File: src/rtl/pcie_us_pkg.sv
// Shared definitions for the UltraScale PCIe completer: request types, completion
// status codes, descriptor field offsets and completion length helpers.
package pcie_us_pkg;

    localparam logic [3:0] REQ_MEM_RD = 4'b0000;
    localparam logic [3:0] REQ_MEM_WR = 4'b0001;

    localparam logic [2:0] CPL_SC = 3'b000;
    localparam logic [2:0] CPL_UR = 3'b001;

    // CQ beat 1 (DW2-3) field offsets
    localparam int CQ_DWCNT_LSB   = 0;
    localparam int CQ_REQTYPE_LSB = 11;
    localparam int CQ_REQID_LSB   = 16;
    localparam int CQ_TAG_LSB     = 32;
    localparam int CQ_TC_LSB      = 57;
    localparam int CQ_ATTR_LSB    = 60;

    // CC beat 0 (DW0-1) and beat 1 (DW2-3) field offsets
    localparam int CC_LADDR_LSB  = 0;
    localparam int CC_AT_LSB     = 8;
    localparam int CC_BCNT_LSB   = 16;
    localparam int CC_DWCNT_LSB  = 32;
    localparam int CC_STATUS_LSB = 43;
    localparam int CC_REQID_LSB  = 48;
    localparam int CC_TAG_LSB    = 0;
    localparam int CC_TC_LSB     = 25;
    localparam int CC_ATTR_LSB   = 28;
    localparam int CC_DATA_LSB   = 32;

    // Messages (11xx) are the only posted types besides MemWr.
    function automatic logic is_non_posted(input logic [3:0] req_type);
        return (req_type != REQ_MEM_WR) && (req_type[3:2] != 2'b11);
    endfunction

    function automatic logic [12:0] cpl_byte_count(input logic [3:0]  first_be,
                                                   input logic [10:0] dword_count,
                                                   input logic [2:0]  status);
        logic [12:0] bc;
        if (status != CPL_SC) begin
            bc = (dword_count == 11'd0) ? 13'd4096 : {dword_count, 2'b00};
        end else begin
            casez (first_be)
                4'b1??1:                   bc = 13'd4;
                4'b01?1, 4'b1?10:          bc = 13'd3;
                4'b0011, 4'b0110, 4'b1100: bc = 13'd2;
                default:                   bc = 13'd1;
            endcase
        end
        return bc;
    endfunction

    function automatic logic [1:0] cpl_be_offset(input logic [3:0] first_be,
                                                 input logic [2:0] status);
        logic [1:0] off;
        off = 2'd0;
        if (status == CPL_SC) begin
            if (first_be[0])      off = 2'd0;
            else if (first_be[1]) off = 2'd1;
            else if (first_be[2]) off = 2'd2;
            else if (first_be[3]) off = 2'd3;
        end
        return off;
    endfunction

endpackage

File: src/rtl/pcie_us_cpl_len.sv
// Completion length helper: byte_count and the low two lower_addr bits for a
// single-DW success or an Unsupported Request completion.
module pcie_us_cpl_len
    import pcie_us_pkg::*;
(
    input  logic [3:0]  first_be,
    input  logic [10:0] dword_count,
    input  logic [2:0]  status,
    output logic [12:0] byte_count,
    output logic [1:0]  be_offset
);

    assign byte_count = cpl_byte_count(first_be, dword_count, status);
    assign be_offset  = cpl_be_offset(first_be, status);

endmodule

File: src/rtl/pcie_us_cq_cc_completer.sv
// CQ -> CC completer with a small dword register file behind single-DW MemRd/MemWr.
// Define PCIE_US_COMPLETER_NP_FC_EN to gate pcie_cq_np_req while a completion is pending.
module pcie_us_cq_cc_completer
    import pcie_us_pkg::*;
#(
    parameter int DATA_WIDTH     = 64,
    parameter int KEEP_WIDTH     = DATA_WIDTH / 32,
    parameter int CQ_USER_WIDTH  = 85,
    parameter int CC_USER_WIDTH  = 33,
    parameter int REG_ADDR_WIDTH = 4
) (
    input  logic                     user_clk,
    input  logic                     user_reset,
    input  logic [DATA_WIDTH-1:0]    s_axis_cq_tdata,
    input  logic [KEEP_WIDTH-1:0]    s_axis_cq_tkeep,
    input  logic                     s_axis_cq_tlast,
    output logic                     s_axis_cq_tready,
    input  logic [CQ_USER_WIDTH-1:0] s_axis_cq_tuser,
    input  logic                     s_axis_cq_tvalid,
    output logic [DATA_WIDTH-1:0]    m_axis_cc_tdata,
    output logic [KEEP_WIDTH-1:0]    m_axis_cc_tkeep,
    output logic                     m_axis_cc_tlast,
    input  logic                     m_axis_cc_tready,
    output logic [CC_USER_WIDTH-1:0] m_axis_cc_tuser,
    output logic                     m_axis_cc_tvalid,
    output logic                     pcie_cq_np_req,
    output logic                     stat_ur
);

    localparam logic [2:0] ST_IDLE  = 3'd0;
    localparam logic [2:0] ST_HDR1  = 3'd1;
    localparam logic [2:0] ST_WDATA = 3'd2;
    localparam logic [2:0] ST_DRAIN = 3'd3;
    localparam logic [2:0] ST_CPL0  = 3'd4;
    localparam logic [2:0] ST_CPL1  = 3'd5;

    localparam int ADDR_HI   = (REG_ADDR_WIDTH + 1 > 6) ? REG_ADDR_WIDTH + 1 : 6;
    localparam int REG_DEPTH = 1 << REG_ADDR_WIDTH;

    logic [2:0]                state, state_nxt;
    logic                      cq_tready_r, stat_ur_r, hdr_ur, ur_r, wr_first_r;
    logic                      cq_fire, cc_fire, cpl_nxt;
    logic [ADDR_HI:2]          addr_r;
    logic [1:0]                at_r;
    logic [10:0]               dword_count_r;
    logic [15:0]               req_id_r;
    logic [7:0]                tag_r;
    logic [2:0]                tc_r, attr_r;
    logic [3:0]                first_be_r;
    logic [31:0]               rd_data_r;
    logic [31:0]               regs [REG_DEPTH];
    logic [REG_ADDR_WIDTH-1:0] reg_idx;
    logic [3:0]                cq_req_type;
    logic [10:0]               cq_dword_count;
    logic [12:0]               byte_count;
    logic [1:0]                be_offset;
    logic [2:0]                cpl_status;
    logic [DATA_WIDTH-1:0]     cpl_beat0, cpl_beat1;
    logic                      unused_inputs;

    // Both streams use AXI-stream rules: a beat transfers on a clock edge where
    // tvalid and tready are both high; a source holds tvalid and data until then.
    assign cq_fire = s_axis_cq_tvalid && cq_tready_r;
    assign cc_fire = m_axis_cc_tvalid && m_axis_cc_tready;

    assign cq_req_type    = s_axis_cq_tdata[CQ_REQTYPE_LSB +: 4];
    assign cq_dword_count = s_axis_cq_tdata[CQ_DWCNT_LSB +: 11];
    assign reg_idx        = addr_r[REG_ADDR_WIDTH+1:2];
    assign cpl_nxt        = (state_nxt == ST_CPL0) || (state_nxt == ST_CPL1);
    assign cpl_status     = ur_r ? CPL_UR : CPL_SC;
    assign unused_inputs  = &{1'b0, s_axis_cq_tkeep, s_axis_cq_tuser, s_axis_cq_tdata};

    always_comb begin
        state_nxt = state;
        hdr_ur    = 1'b0;
        case (state)
            ST_IDLE:  if (cq_fire && !s_axis_cq_tlast) state_nxt = ST_HDR1;
            ST_HDR1: begin
                if (cq_fire) begin
                    if (cq_req_type == REQ_MEM_RD && cq_dword_count == 11'd1) begin
                        state_nxt = ST_CPL0;
                    end else if (cq_req_type == REQ_MEM_WR) begin
                        state_nxt = ST_WDATA;
                    end else if (is_non_posted(cq_req_type)) begin
                        hdr_ur    = 1'b1;
                        state_nxt = ST_CPL0;
                    end else begin
                        hdr_ur    = 1'b1;
                        state_nxt = s_axis_cq_tlast ? ST_IDLE : ST_DRAIN;
                    end
                end
            end
            ST_WDATA, ST_DRAIN: if (cq_fire && s_axis_cq_tlast) state_nxt = ST_IDLE;
            ST_CPL0:  if (cc_fire) state_nxt = ST_CPL1;
            ST_CPL1:  if (cc_fire) state_nxt = ST_IDLE;
            default:  state_nxt = ST_IDLE;
        endcase
    end

    always_ff @(posedge user_clk) begin
        if (user_reset) begin
            state         <= ST_IDLE;
            cq_tready_r   <= 1'b0;
            stat_ur_r     <= 1'b0;
            ur_r          <= 1'b0;
            wr_first_r    <= 1'b0;
            addr_r        <= '0;
            at_r          <= '0;
            dword_count_r <= '0;
            req_id_r      <= '0;
            tag_r         <= '0;
            tc_r          <= '0;
            attr_r        <= '0;
            first_be_r    <= '0;
            rd_data_r     <= '0;
            for (int i = 0; i < REG_DEPTH; i++) regs[i] <= '0;
        end else begin
            state       <= state_nxt;
            cq_tready_r <= !cpl_nxt;
            stat_ur_r   <= hdr_ur;
            if (state == ST_IDLE && cq_fire) begin
                addr_r <= s_axis_cq_tdata[ADDR_HI:2];
                at_r   <= s_axis_cq_tdata[1:0];
            end
            if (state == ST_HDR1 && cq_fire) begin
                dword_count_r <= cq_dword_count;
                req_id_r      <= s_axis_cq_tdata[CQ_REQID_LSB +: 16];
                tag_r         <= s_axis_cq_tdata[CQ_TAG_LSB +: 8];
                tc_r          <= s_axis_cq_tdata[CQ_TC_LSB +: 3];
                attr_r        <= s_axis_cq_tdata[CQ_ATTR_LSB +: 3];
                first_be_r    <= s_axis_cq_tuser[3:0];
                ur_r          <= hdr_ur;
                wr_first_r    <= 1'b1;
                rd_data_r     <= regs[reg_idx];
            end
            // Only a single-DW write lands; longer bursts are consumed and discarded.
            if (state == ST_WDATA && cq_fire) begin
                wr_first_r <= 1'b0;
                if (wr_first_r && dword_count_r == 11'd1) begin
                    for (int b = 0; b < 4; b++) begin
                        if (first_be_r[b]) regs[reg_idx][8*b +: 8] <= s_axis_cq_tdata[8*b +: 8];
                    end
                end
            end
        end
    end

    pcie_us_cpl_len u_cpl_len (
        .first_be    (first_be_r),
        .dword_count (dword_count_r),
        .status      (cpl_status),
        .byte_count  (byte_count),
        .be_offset   (be_offset)
    );

    always_comb begin
        cpl_beat0 = '0;
        cpl_beat1 = '0;
        cpl_beat0[CC_LADDR_LSB +: 7]  = {addr_r[6:2], be_offset};
        cpl_beat0[CC_AT_LSB +: 2]     = at_r;
        cpl_beat0[CC_BCNT_LSB +: 13]  = byte_count;
        cpl_beat0[CC_DWCNT_LSB +: 11] = ur_r ? 11'd0 : 11'd1;
        cpl_beat0[CC_STATUS_LSB +: 3] = cpl_status;
        cpl_beat0[CC_REQID_LSB +: 16] = req_id_r;
        cpl_beat1[CC_TAG_LSB +: 8]    = tag_r;
        cpl_beat1[CC_TC_LSB +: 3]     = tc_r;
        cpl_beat1[CC_ATTR_LSB +: 3]   = attr_r;
        cpl_beat1[CC_DATA_LSB +: 32]  = ur_r ? 32'd0 : rd_data_r;
    end

    always_comb begin
        m_axis_cc_tdata = '0;
        if (state == ST_CPL0)      m_axis_cc_tdata = cpl_beat0;
        else if (state == ST_CPL1) m_axis_cc_tdata = cpl_beat1;
    end

    assign m_axis_cc_tvalid = (state == ST_CPL0) || (state == ST_CPL1);
    assign m_axis_cc_tlast  = (state == ST_CPL1);
    assign m_axis_cc_tkeep  = {KEEP_WIDTH{m_axis_cc_tvalid}};
    assign m_axis_cc_tuser  = '0;
    assign s_axis_cq_tready = cq_tready_r;
    assign stat_ur          = stat_ur_r;

`ifdef PCIE_US_COMPLETER_NP_FC_EN
    logic np_req_r;
    always_ff @(posedge user_clk) begin
        if (user_reset) np_req_r <= 1'b1;
        else            np_req_r <= !cpl_nxt;
    end
    assign pcie_cq_np_req = np_req_r;
`else
    assign pcie_cq_np_req = 1'b1;
`endif

endmodule

File: config.mk
export PLATFORM = sky130hd
export DESIGN_NAME = pcie_us_cq_cc_completer
export DESIGN_NICKNAME = d
export VERILOG_FILES = /design/src/rtl/pcie_us_pkg.sv /design/src/rtl/pcie_us_cpl_len.sv /design/src/rtl/pcie_us_cq_cc_completer.sv
export SDC_FILE = /design/constraint.sdc
export NUM_CORES = 1
export LEC_CHECK = 0
export BUFFER_PORTS_ARGS = -buffer_cell sky130_fd_sc_hd__buf_2
export CORE_MARGIN = 10
export CORE_UTILIZATION = 60
export CTS_BUF_LIST = sky130_fd_sc_hd__clkbuf_16
export DETAILED_ROUTE_END_ITERATION = 12
export GPL_TIMING_DRIVEN = 0
export PLACE_DENSITY = 0.87
export SLEW_MARGIN = 5
export SYNTH_ARGS = -nofsm -noshare
export SYNTH_HDL_FRONTEND = slang
export SYNTH_HIERARCHICAL = 1
export SYNTH_SLANG_ARGS = --single-unit
File: constraint.sdc
create_clock -name user_clk -period 3.3 [get_ports user_clk]
set_clock_uncertainty 0.1 [all_clocks]
set_input_delay 0.66 -clock user_clk [delete_from_list [all_inputs] [get_ports user_clk]]
set_output_delay 0.66 -clock user_clk [all_outputs]
set_load 0.01 [all_outputs]
==> flow_summary.toml, run 1 <==
[sta]
hold_ws_ns = 0.1793
tns_ns = -0.09282
slew_viol_final = 0
worst_slack_ns = -0.07533
tightest_slew_ns = 1.250
fin_crit_ns = 3.375
setup_viol = 2
finalHoldViolations = 0
fmax_mhz = 296.3
rsz0062_at_grt = "true"
finalCritPeriodShare_pct = 102.3
slew-limit-headroom_pct = 16.67

[cts]
root_buffer = "clkbuf_16"
clock_path_buffers = 3
cts_tree = "done"
cts_sinks = 603
path_clk_slew_ns = 0.07
cts_buffers = 56
htree_levels = 2
clkLatencyLatePin_ns = 0.64
holdBufCountCts = 0

[floorplan]
die-area_um2 = 55670
start_util_pct = 60.36
die_width_um = 236.0
rows = 79
core_area_um2 = 46360
io_pins = 260
dieHeight_um = 236.0

[yosys]
yosysWarnings = 6
synth_most_common_cell = "edfxtp_1"
synth_compound_area_share_pct = 5.764
ys_ff_latch = 603
synth_edf_count = 512
synth_area_leaders = "edfxtp_1 55%, and3_1 9.1%, dfxtp_1 6.5%"
yosysTopAreaCell = "edfxtp_1"
yosys.area_share.simple_pct = 17.01
seq_area_frac_synth_pct = 61.46
synth_area_um2 = 27980
netlist_top_cells_count = "512 x edfxtp_1, 406 x and3_1, 188 x nor2_1"
synthArstFlopShare_pct = 0
synth_top_family_by_area = "simple AND/OR/NAND/NOR gates"
synth_fa_ha_area_share_pct = 0
syn_inst = 2208
synthFlopType = "edfxtp_1"
synth.avg_cell_area_um2 = 12.67
synth_xor_area_share_pct = 0.03130
synthMuxAreaShare_pct = 10.73
yosysTopAreaCellShare_pct = 54.95
synth_cell_types = 51

[placed_design]
dp_hpwl_mm = 67.88
place_inst = 2975
port_buffers = 117
place_congestion = 1.001

[worst_setup_path]
r2r_end = "rd_data_r[22]"
worstPathArrival_ns = 3.76
crit_chain = "clkbuf_1, clkbuf_2, buf_2, mux2i_1, o22ai_1, nor4_1, nor3_1"
slowest_stage = "buf_2"
worstSetupPathType = "flop to flop"
rr_startpoint = "addr_r[3]"
worst_setup_path_start_kind = "flop"
reg2reg_slack_ns = -0.08
crit_buf_inv = 3
cp_max_fo = 10
cp_top_family = "buffers and inverters"
end_kind = "flop"
max_stage_delay_ns = 0.57
reg2reg_depth = 7
critPathRequiredTime_ns = 3.68

[power_and_ir_drop]
p_comb_share_pct = 7.3
p_leak_nw = 12.90
seqPwrFrac_pct = 52.7
power_switching_mw = 3.863
p_total_mw = 16.24
ir_drop_mv = 0.4582
p_sw_share_pct = 23.78
power.density_nw_per_um2 = 517.1
p_clk_share_pct = 40.0
p_int_mw = 12.38

[outcome]
violations = "setup timing"
status = "finished, violations left"

[grt]
grt_use_total_pct = 32.72
grt_max_degree = 20
antenna_found_initial = 5
grt.overflow.total = 0
grt_pass1_wl_mm = 135.8
grt_pass1_vias = 20730

[drt]
wl_per_cell_um = 30.53
dr.pass1.iters = 6
wl_mm = 94.03
ant_nets = 0
dr_total_vias = 21360
drt-initial-drc-count = 3375
viasPerCell = 6.935
drc = 0

[finish]
syn2layout_area_growth_pct = 12.28
nNetsFinal = 2580
drive_above_1_share_pct = 18.00
nFillCells = 3209
finalNonFillerCells = 3080

[worst_hold_path]
min_to = "tag_r[5]"
holdPathStages = 3
worstHoldStart = "s_axis_cq_tdata[37]"
hold_path_class = "primary input to flop"

[job]
drv_cap = 0
[final cells by class]
| type | count | area, um2 | share of cell area [%] |
|---|---|---|---|
| sequential | 603 | 17200 | 54.74 |
| multi-input combinational | 1366 | 9595 | 30.54 |
| clock buffer | 57 | 1426 | 4.540 |
| buffer | 271 | 1391 | 4.429 |
| tap | 607 | 759.5 | 2.417 |
| timing repair buffer | 121 | 640.6 | 2.039 |
| clock inverter | 49 | 386.6 | 1.231 |
| inverter | 5 | 18.77 | 0.05974 |
| antenna | 1 | 2.502 | 0.007965 |
[through the flow]
step / utilization [%] / setup slack, ns / area, um2
6_report: 67.77 / -0.07533 / 31420
3_3_place_gp: 63.61 / -0.6624 / 29490
5_1_grt: 67.77 / -0.01474 / 31420
3_5_place_dp: 63.61 / -0.7488 / 29490
4_1_cts: 67.71 / 0.01669 / 31390
2_1_floorplan: - / 0.5360 / 28140
[power by group through the flow]
stage / logic [mW] / registers, mW / clock network (mW)
after floorplan: 0.668 / 8.67 / 0
after global placement: 1.09 / 8.70 / 0
after detailed placement: 1.11 / 8.71 / 0
after CTS: 1.12 / 8.55 / 6.42
after global routing: 1.21 / 8.57 / 6.70
final: 1.19 / 8.56 / 6.50
[kinds of logic (layout without fill, tap and decap cells)]
| kind of cell | Yosys count | count (layout) |
|---|---|---|
| buf+inv | 282 | 503 |
| other cells | 2 | 46 |
| mux | 210 | 210 |
| compound gates | 233 | 233 |
| xor+xnor | 1 | 1 |
| simple gates | 877 | 877 |
| flops | 603 | 603 |
[sequential cells by signal, indices dropped and copies added (netlist names), 4 cells and up]
register	flops
rd_data_r	32
req_id_r	16
dword_count_r	11
regs	512
tag_r	8
addr_r	5
first_be_r	4
[worst max-delay path by stage]
stage | depth (start not counted) | start | to | slack (ns)
5_1_grt | 7 | state[1] | m_axis_cc_tdata[32] | -0.01
2_1_floorplan | 6 | user_reset | regs[1][0] | 0.54
3_5_place_dp | 7 | s_axis_cq_tvalid | regs[1][22] | -0.75
6_report | 7 | addr_r[3] | rd_data_r[22] | -0.08
4_1_cts | 7 | dword_count_r[8] | regs[6][13] | 0.02
3_3_place_gp | 7 | s_axis_cq_tvalid | regs[7][19] | -0.66
[worst min-delay path, cell delays in order]
cell and delay [ns]:
buf_2 0.10, nand2_1 0.04, a21oi_1 0.05
[what timing repair did]
item | CTS | global route
resized for setup | 18 | 44
buffers inserted | 4 | 0
pin swaps | 3 | 0
setup endpoints to repair | 587 | 447
[routing by layer]
metal | vias to the layer above | wire [um] | track usage (%)
met2 | 2027 | 42410 | 50.37
met5 | - | 41 | 0
li1 | 8643 | - | -
met4 | 6 | 5652 | 17.29
met1 | 10280 | 31260 | 41.39
met3 | 400 | 14670 | 9.577
[layout by cell type, fill, tap and decap left out, types with 5 or more instances in the layout]
master	count
mux4_2	72
and2_1	22
clkbuf_2	42
a21oi_1	52
nor3_1	34
nor4_1	34
a22o_1	44
a21o_2	14
clkbuf_1	126
inv_1	15
and3b_1	8
nor2_1	187
clkinv_4	6
conb_1	45
clkinv_1	9
and3_1	406
nand2_1	133
o22ai_1	56
edfxtp_1	512
buf_1	11
buf_6	13
clkinv_2	11
a21o_1	51
nand3b_1	15
dfxtp_1	91
buf_4	46
buf_2	149
nand3_1	11
bufinv_16	5
mux2i_1	138
clkbuf_16	57
(Power assumes the default switching activity.)
==> inputs of run 2 (changes only) <==
CORE_UTILIZATION = 49   (was 60)
PLACE_DENSITY = 0.75   (was 0.87)
==> flow_summary.toml, run 2 (synthesis gave the netlist of run 1 again) <==
[sta]
finalHoldViolations = 0
setup_viol = 3
tns_ns = -0.06814
tightest_slew_ns = 1.256
rsz0062_at_grt = "true"
finalCritPeriodShare_pct = 101.2
slew-limit-headroom_pct = 15.58
fmax_mhz = 299.5
fin_crit_ns = 3.339
slew_viol_final = 0
worst_slack_ns = -0.03898

[grt]
grt_max_degree = 20
grt.overflow.total = 0
grt_use_total_pct = 27.06
grt_pass1_wl_mm = 133.5
antenna_found_initial = 4
grt_pass1_vias = 19680

[finish]
biggestRegsByFlops = "regs x512, rd_data_r x32, req_id_r x16"
drive_above_1_share_pct = 17.86
utilization_pct = 56.03
mostFrequentLayoutCell = "edfxtp_1"
final_cell_area_um2 = 31650
num_antenna_cells = 0
final_cell_mix = "512 x edfxtp_1, 405 x and3_1, 187 x nor2_1, 151 x buf_2, 138 x mux2i_1"
regMostFlops = "regs"
syn2layout_area_growth_pct = 13.13
largest_reg_flops = 512
nNetsFinal = 2585

[cts]
path_clk_slew_ns = 0.06
cts_sinks = 603
cts_tree = "done"
htree_levels = 2
root_buffer = "clkbuf_16"
cts_buffers = 58
clock_path_buffers = 3
clkLatencyLatePin_ns = 0.64

[drt]
dr_total_vias = 20770
drc = 0
drt-initial-drc-count = 3464
wl_per_cell_um = 29.05
dr.pass1.iters = 6
viasPerCell = 6.430
wl_mm = 93.85
ant_nets = 0

[job]
drv_cap = 0

[worst_setup_path]
cp_max_fo = 10
crit_top_cell = "clkbuf_1"
worstPathArrival_ns = 3.72
critPathRequiredTime_ns = 3.68
slowest_stage = "clkbuf_1"
crit_chain = "clkbuf_1, clkbuf_1, mux2i_1, o22ai_1, nor4_1, nor3_1"
crit_start = "addr_r[3]"
end_kind = "flop"
worstSetupPathType = "flop to flop"
worst_setup_path_start_kind = "flop"
rr_startpoint = "addr_r[3]"
max_stage_delay_ns = 0.93

[worst_hold_path]
worstHoldStart = "s_axis_cq_tdata[62]"
hold_path_class = "primary input to flop"

[power_and_ir_drop]
power.density_nw_per_um2 = 516.3
p_leak_nw = 12.94
ir_drop_mv = 0.3487

[floorplan]
io_pins = 260
dieHeight_um = 259.0
die-area_um2 = 67060
rows = 87
core_area_um2 = 56500
die_width_um = 259.0
start_util_pct = 49.53

[placed_design]
placed_area_um2 = 29670
port_buffers = 117
dp_hpwl_mm = 68.58
place_congestion = 1.002

[outcome]
status = "finished, violations left"
violations = "setup timing"
==> run 2: changes by cell type in the layout (fill, tap and decap cells not counted), moves of 3 or more <==
cell and change:
buf_4 +7, clkinv_1 +6, clkinv_4 -6, inv_1 +5
a21o_1 -4, a21o_2 +4, clkbuf_2 -4, clkinv_2 -3
==> run 2: what timing repair did <==
| action | 4_1_cts | 5_1_grt |
|---|---|---|
| pin swaps | 3 | 1 |
| resized for setup | 24 | 40 |
| endpoints found under the hold margin | 0 | 0 |
| setup endpoints to repair | 621 | 297 |
| buffers inserted | 4 | 6 |
| cloned | 0 | 0 |
| hold buffers | 0 | 0 |
==> run 2: final timing paths <==
kind         slack (ns)            to  cells past startpoint
min                0.17     attr_r[2]                      3
min reg2reg        0.36  req_id_r[12]                      2
max               -0.04  rd_data_r[2]                      6
max reg2reg       -0.04  rd_data_r[2]                      6
==> run 2: final cells by class <==
| class | count | area (um2) |
|---|---|---|
| Clock inverter | 47 | 356.6 |
| Timing Repair Buffer | 127 | 673.1 |
| Clock buffer | 59 | 1476 |
| Inverter | 5 | 18.77 |
| Tap cell | 756 | 945.9 |
| Multi-Input combinational cell | 1366 | 9613 |
| Fill cell | 4533 | 24840 |
| Buffer | 268 | 1374 |
| Sequential cell | 603 | 17200 |
==> run 2: where the power goes <==
group / switching [mW] / total [mW] / internal, mW / leakage [nW]
logic: 0.797 / 1.17 / 0.373 / 5.97
clock network: 2.94 / 6.62 / 3.68 / 0.955
registers: 0.0843 / 8.55 / 8.47 / 6.02
total: 3.82 / 16.3 / 12.5 / 12.9
==> run 2: critical path: cells and delay by family, from the launching register on <==
family          cells  cell delay, ns
compound gates      1            0.11
buf+inv             2            1.61
flops               1            0.39
mux                 1            0.35
simple gates        2            0.63
==> run 2: through the flow <==
| step | hold slack, ns | power [mW] | worst slack, ns | cells |
|---|---|---|---|---|
| detailed placement | 0.3463 | 9.822 | -0.8270 | 3124 |
| global placement | 0.3385 | 9.794 | -0.7753 | 3124 |
| floorplan | 0.3319 | 9.339 | 0.5360 | 2251 |
| finish | 0.1739 | 16.34 | -0.03898 | 3231 |
| global route | 0.1782 | 16.61 | -0.0005520 | 3231 |
| CTS | 0.1576 | 16.24 | 0.01789 | 3228 |
==> run 2: layer usage <==
metal  vias up  track usage, %  routed length (um)
li1       8627               -                   -
met4         6           13.30                5522
met3       302           6.812               12820
met1     10200           35.73               33580
met2      1640           41.14               41880
met5         -               0                  42
